File: src/rtl/dmem_arb_pkg.sv
// Shared types and constants for the data-memory arbiter.
package dmem_arb_pkg;

    localparam int DMEM_DEPTH = 1024;
    localparam int ADDR_W     = 32;
    localparam int DATA_W     = 32;

    // Identifies a memory requester.
    typedef enum logic {
        REQ_CPU  = 1'b0,
        REQ_UART = 1'b1
    } req_id_t;

    // One memory transaction as presented by a requester.
    typedef struct packed {
        logic              we;
        logic [ADDR_W-1:0] addr;
        logic [DATA_W-1:0] wdata;
    } mem_req_t;

endpackage

File: src/rtl/rr_arbiter2.sv
// Two-way round-robin arbiter. It grants the CPU or the UART engine, and it
// holds a pointer to the requester granted most recently.
module rr_arbiter2
    import dmem_arb_pkg::*;
(
    input  logic clk,
    input  logic rst,
    input  logic cpu_req,
    input  logic uart_req,
    output logic cpu_gnt,
    output logic uart_gnt
);

    req_id_t last;
    req_id_t last_next;

    // Pointer register. After reset it points at the UART, so the CPU wins
    // the first contested cycle.
    // NOTE: use <= for state so that every register updates from values
    // taken before the clock edge.
    always_ff @(posedge clk) begin
        if (rst) last <= REQ_UART;
        else     last <= last_next;
    end

    // Grant selection. When both requesters are active, the one not granted
    // last time wins. No grant is issued while reset is high.
    // NOTE: each output gets a default first, so every path assigns it and
    // no latch is inferred.
    always_comb begin
        cpu_gnt   = 1'b0;
        uart_gnt  = 1'b0;
        last_next = last;
        if (!rst) begin
            if (cpu_req && uart_req) begin
                if (last == REQ_UART) cpu_gnt  = 1'b1;
                else                  uart_gnt = 1'b1;
            end else if (cpu_req) begin
                cpu_gnt = 1'b1;
            end else if (uart_req) begin
                uart_gnt = 1'b1;
            end
        end
        if (cpu_gnt)       last_next = REQ_CPU;
        else if (uart_gnt) last_next = REQ_UART;
    end

endmodule

File: src/rtl/dmem_arbiter.sv
// Shares the single data memory between the CPU LSU and the UART buffer
// engine. It contains the memory-port mux, the address range check and the
// registered responses, which arrive one cycle after each grant.
module dmem_arbiter
    import dmem_arb_pkg::*;
#(
    parameter int DEPTH = DMEM_DEPTH,
    parameter int AW    = ADDR_W
) (
    input  logic          clk,
    input  logic          rst,
    input  logic          cpu_req,
    input  logic          cpu_we,
    input  logic [AW-1:0] cpu_addr,
    input  logic [31:0]   cpu_wdata,
    input  logic          uart_req,
    input  logic          uart_we,
    input  logic [AW-1:0] uart_addr,
    input  logic [31:0]   uart_wdata,
    output logic          cpu_gnt,
    output logic          uart_gnt,
    output logic          cpu_rvalid,
    output logic [31:0]   cpu_rdata,
    output logic          cpu_err,
    output logic          uart_rvalid,
    output logic [31:0]   uart_rdata,
    output logic          uart_err,
    output logic          mem_sel,
    output logic          mem_we,
    output logic [31:0]   mem_addr,
    output logic [31:0]   mem_wd,
    input  logic [31:0]   mem_rd
);

    mem_req_t    cpu_txn, uart_txn, sel_txn;
    logic        cpu_ok, uart_ok, sel_ok;
    logic        cpu_rvalid_q, uart_rvalid_q, cpu_err_q, uart_err_q;
    logic [31:0] cpu_rdata_q, uart_rdata_q;

    rr_arbiter2 u_arb (
        .clk      (clk),
        .rst      (rst),
        .cpu_req  (cpu_req),
        .uart_req (uart_req),
        .cpu_gnt  (cpu_gnt),
        .uart_gnt (uart_gnt)
    );

    // The range check uses the full requester address width and is unsigned,
    // so addr == DEPTH and any high bits count as out of range.
    assign cpu_ok   = cpu_addr  < AW'(DEPTH);
    assign uart_ok  = uart_addr < AW'(DEPTH);
    assign cpu_txn  = '{we: cpu_we,  addr: ADDR_W'(cpu_addr),  wdata: cpu_wdata};
    assign uart_txn = '{we: uart_we, addr: ADDR_W'(uart_addr), wdata: uart_wdata};

    // Memory-port mux. The granted requester drives the port. An out-of-range
    // grant leaves the memory deselected, and an idle port is driven to zero.
    always_comb begin
        sel_txn = '0;
        sel_ok  = 1'b0;
        if (cpu_gnt) begin
            sel_txn = cpu_txn;
            sel_ok  = cpu_ok;
        end else if (uart_gnt) begin
            sel_txn = uart_txn;
            sel_ok  = uart_ok;
        end
        mem_sel  = (cpu_gnt | uart_gnt) & sel_ok;
        mem_we   = mem_sel & sel_txn.we;
        mem_addr = sel_txn.addr;
        mem_wd   = sel_txn.wdata;
    end

    // Response registers: one pulse per grant. The data is captured only for
    // in-range reads, and the error flag is set for out-of-range grants.
    always_ff @(posedge clk) begin
        if (rst) begin
            cpu_rvalid_q  <= 1'b0;
            cpu_err_q     <= 1'b0;
            cpu_rdata_q   <= '0;
            uart_rvalid_q <= 1'b0;
            uart_err_q    <= 1'b0;
            uart_rdata_q  <= '0;
        end else begin
            cpu_rvalid_q  <= cpu_gnt;
            cpu_err_q     <= cpu_gnt & ~cpu_ok;
            cpu_rdata_q   <= (cpu_gnt & cpu_ok & ~cpu_we) ? mem_rd : '0;
            uart_rvalid_q <= uart_gnt;
            uart_err_q    <= uart_gnt & ~uart_ok;
            uart_rdata_q  <= (uart_gnt & uart_ok & ~uart_we) ? mem_rd : '0;
        end
    end

    // A reset that arrives in the response cycle discards that response.
    assign cpu_rvalid  = rst ? 1'b0 : cpu_rvalid_q;
    assign cpu_err     = rst ? 1'b0 : cpu_err_q;
    assign cpu_rdata   = rst ? '0   : cpu_rdata_q;
    assign uart_rvalid = rst ? 1'b0 : uart_rvalid_q;
    assign uart_err    = rst ? 1'b0 : uart_err_q;
    assign uart_rdata  = rst ? '0   : uart_rdata_q;

endmodule
File: config.mk
export PLATFORM = sky130hd
export DESIGN_NAME = dmem_arbiter
export DESIGN_NICKNAME = d
export VERILOG_FILES = /design/src/rtl/dmem_arb_pkg.sv /design/src/rtl/rr_arbiter2.sv /design/src/rtl/dmem_arbiter.sv
export SDC_FILE = /design/constraint.sdc
export NUM_CORES = 1
export LEC_CHECK = 0
export CORE_AREA = 2 2 118 120
export DETAILED_ROUTE_END_ITERATION = 8
export DIE_AREA = 0 0 120 122
export PLACE_DENSITY = 0.8
export SYNTH_ARGS = -nofsm -noshare
export SYNTH_HDL_FRONTEND = slang
export SYNTH_SLANG_ARGS = --single-unit
File: constraint.sdc
create_clock -name clk -period 1.7 [get_ports clk]
set_input_delay 0.34 -clock clk [delete_from_list [all_inputs] [get_ports clk]]
set_output_delay 0.34 -clock clk [all_outputs]
set_load 0.02 [all_outputs]
==> results.md <==
- Cells on worst reg2reg path: 6
- Rows: 43
- Clk_lat worst skew: 330 ps
- Slew Viols, Final: 0
- Yosys top cell by area: dfxtp_1
- DRC viols: 0
- Post-synthesis cell count: 410
- Vias in the first global route: 4819
- DR iter-0 viols: 324
- Tcrit/Tclk final: 114%
- TritonCTS clock tree: built
- Area growth, synth to finish: 105%
- Post-Syn Area: 4000 µm²
- Crit path launch: u_arb.last
- Total Routing Usage GR: 25.4%
- P per Cell Area: 571 nW/µm²
- P_leak: 3.49 nW
- First-pass GRT wire length: 28000 µm
- Startpoint Class: register
- Die H: 122 µm
- CTS Buf Count: 9
- Critical Path End Type: output pin
- Vias post-DR: 4717
- Routed WL per cell: 20.8 µm
- Yosys cell types: 24
- Maximum buffer depth of the clock tree: 2
- Synth top area share: 34.6%
- Via/cell ratio: 5.00
- Synthesized flop and latch total: 69
- RR Startpoint: u_arb.last
- Hold violation count in the final report: 0
- Reg clk slew, reported paths: 50 ps
- Fmax: 515 MHz
- IO buf count: 301
- Antenna-violating nets left: 0
- Gpl congestion: 0.844
- Avg Cell Area, Syn: 9.74 µm²
- Status: finished, violations left
- Root Driver: clkbuf_16
- Post-Route WL: 19600 µm
- Post-placement cell area: 7530 µm²
- Hold WC Path Type: in2reg
- Setup crit end: mem_addr[2]
- Final setup margin: -241 ps
- Largest net degree at the start of global routing: 36
- Final critical-path required period: 1940 ps
- H-tree levels: 3
- RSZ-0062 raised after global routing: true
- Grt ovf: 0
- DRT Pass-1 Iters: 6
- Chip Width: 120 µm
- Max FO, Critical Path: 8
- Crit path arrival time: 1600 ps
- Starting density of the core: 29.6%
- Final setup fails: 66
- Power Total: 0.00468 W
- Sequential area share after synthesis: 34.6%
- Clk_skew: 10.6 ps
- Worst-Margin Slew: 554 ps
- Syn Nets: 576
- RR Endpoint: cpu_rdata_q[17]
- Fill count: 1160
- Clk sinks: 69
- Core box area: 13500 µm²
- Layout cells sized above 1: 35.5%
- Worst reg2reg setup slack: 250 ps
- Initial antenna violation count: 6
- Maximum vdd drop: 0.398 mV
- Ranking of synthesized cells by area: dfxtp_1 35%, nor4_2 18%, a22o_1 14%
- Critical path class: reg2out
- I/O pins: 302
- Finished Cell Area: 8190 µm²
- Max Cap Viol: 0
- Placed Cells: 909
- Non-filler instance count after layout: 943
- DIE AREA: 14600 µm²
- Relative slew slack: 63.1%
- Worst Path Required: 1360 ps
- Yosys warns: 0
- Dpl hpwl: 14300 µm
- NumNets Final: 919
- Failing checks: setup timing
- TNS Setup: -11080 ps
## cells in the final DEF, fill, tap and decap left out, types with 3 or more instances in the layout
cell,n
a22o_1,61
buf_12,7
buf_16,4
buf_2,23
buf_4,60
buf_6,59
clkbuf_16,10
clkdlybuf4s15_1,7
clkdlybuf4s15_2,10
clkdlybuf4s50_1,117
clkinv_2,4
dfxtp_1,68
diode_2,5
dlygate4sd2_1,85
nand2_4,3
nand2b_1,65
nor2b_1,68
nor4_1,7
nor4_2,59
nor4_4,8
## final cells by class
cell class | count | area, µm² | area share (%)
timing repair buffer | 377 | 3690 | 45.0
multi-input combinational | 292 | 2590 | 31.6
sequential | 69 | 1380 | 16.9
clock buffer | 11 | 233 | 2.84
tap | 180 | 225 | 2.75
inverter | 4 | 30.0 | 0.367
clock inverter | 5 | 27.5 | 0.336
antenna | 5 | 12.5 | 0.153
## layer usage
| metal | global-route usage, % | wire, µm | vias to the layer above |
|---|---|---|---|
| li1 | - | - | 2179 |
| met1 | 29.7 | 7690 | 2276 |
| met3 | 7.40 | 1560 | 32 |
| met2 | 43.8 | 9950 | 228 |
| met5 | 0 | 10 | - |
| met4 | 9.49 | 420 | 2 |
## stage by stage
step / util (%) / worst slack (ps) / hold WS [ps]
after global routing: 60.6 / -276 / 395
after detailed placement: 55.8 / -1090 / 521
final: 60.7 / -241 / 396
after floorplan: - / -51.2 / 473
after global placement: 55.8 / -1110 / 494
after CTS: 60.2 / -240 / 371
## power breakdown
part           leakage (nW)  switching [W]  internal, W
combinational          2.81       0.000629     0.000778
sequential            0.556     0.00000259      0.00163
clock                 0.129       0.000667     0.000976
## cells by family after synthesis
logic type	count (synthesis)	share of synthesized area, %
AND/OR/NAND/NOR	223	43.9
flip-flops	69	34.6
AO/OA/AOI/OAI	69	15.0
buffers and inverters	49	6.48
## how the worst min path moves through the flow
stage                    start             end  slack, ps  cells after the start
finish                     rst      u_arb.last        400                      2
global route               rst      u_arb.last        390                      2
CTS                        rst      u_arb.last        370                      2
detailed placement  u_arb.last      u_arb.last        520                      2
global placement    u_arb.last      u_arb.last        490                      2
floorplan            mem_rd[0]  cpu_rdata_q[0]        470                      2
## cell usage after synthesis
cell type	number
a22o_2	1
nand4_2	2
inv_1	2
o32ai_1	2
nor4_1	16
nor4_2	58
nor2b_1	70
buf_2	18
nand2_2	1
nand2b_1	66
nor2_1	2
o21ai_0	1
nand2_1	4
nand3_1	1
buf_6	6
buf_1	3
buf_4	2
o21a_1	2
inv_2	2
nor3b_1	1
dfxtp_1	69
clkbuf_1	16
a22o_1	63
nand4_1	2
## worst max-delay path, stage by stage, from the launching register on
cell,delay (ps)
dfxtp_2,330
nand2b_4,150
nand2_4,90
inv_8,60
buf_12,140
clkbuf_16,150
a22o_1,220
buf_6,130
## what timing repair did
item / in CTS / in global routing
setup endpoints to repair: 202 / 68
gates cloned: 7 / 1
pin swaps: 59 / 7
buffers inserted: 6 / 0
gates resized for setup: 589 / 11
hold buffers: 0 / 0
## registers in the layout, summed over array words and instances, names as in the netlist
name,count
u_arb.last,1
uart_rdata_q,32
cpu_rvalid_q,1
cpu_err_q,1
cpu_rdata_q,32
uart_rvalid_q,1
uart_err_q,1
No activity file was read; power rests on OpenSTA's default activity.
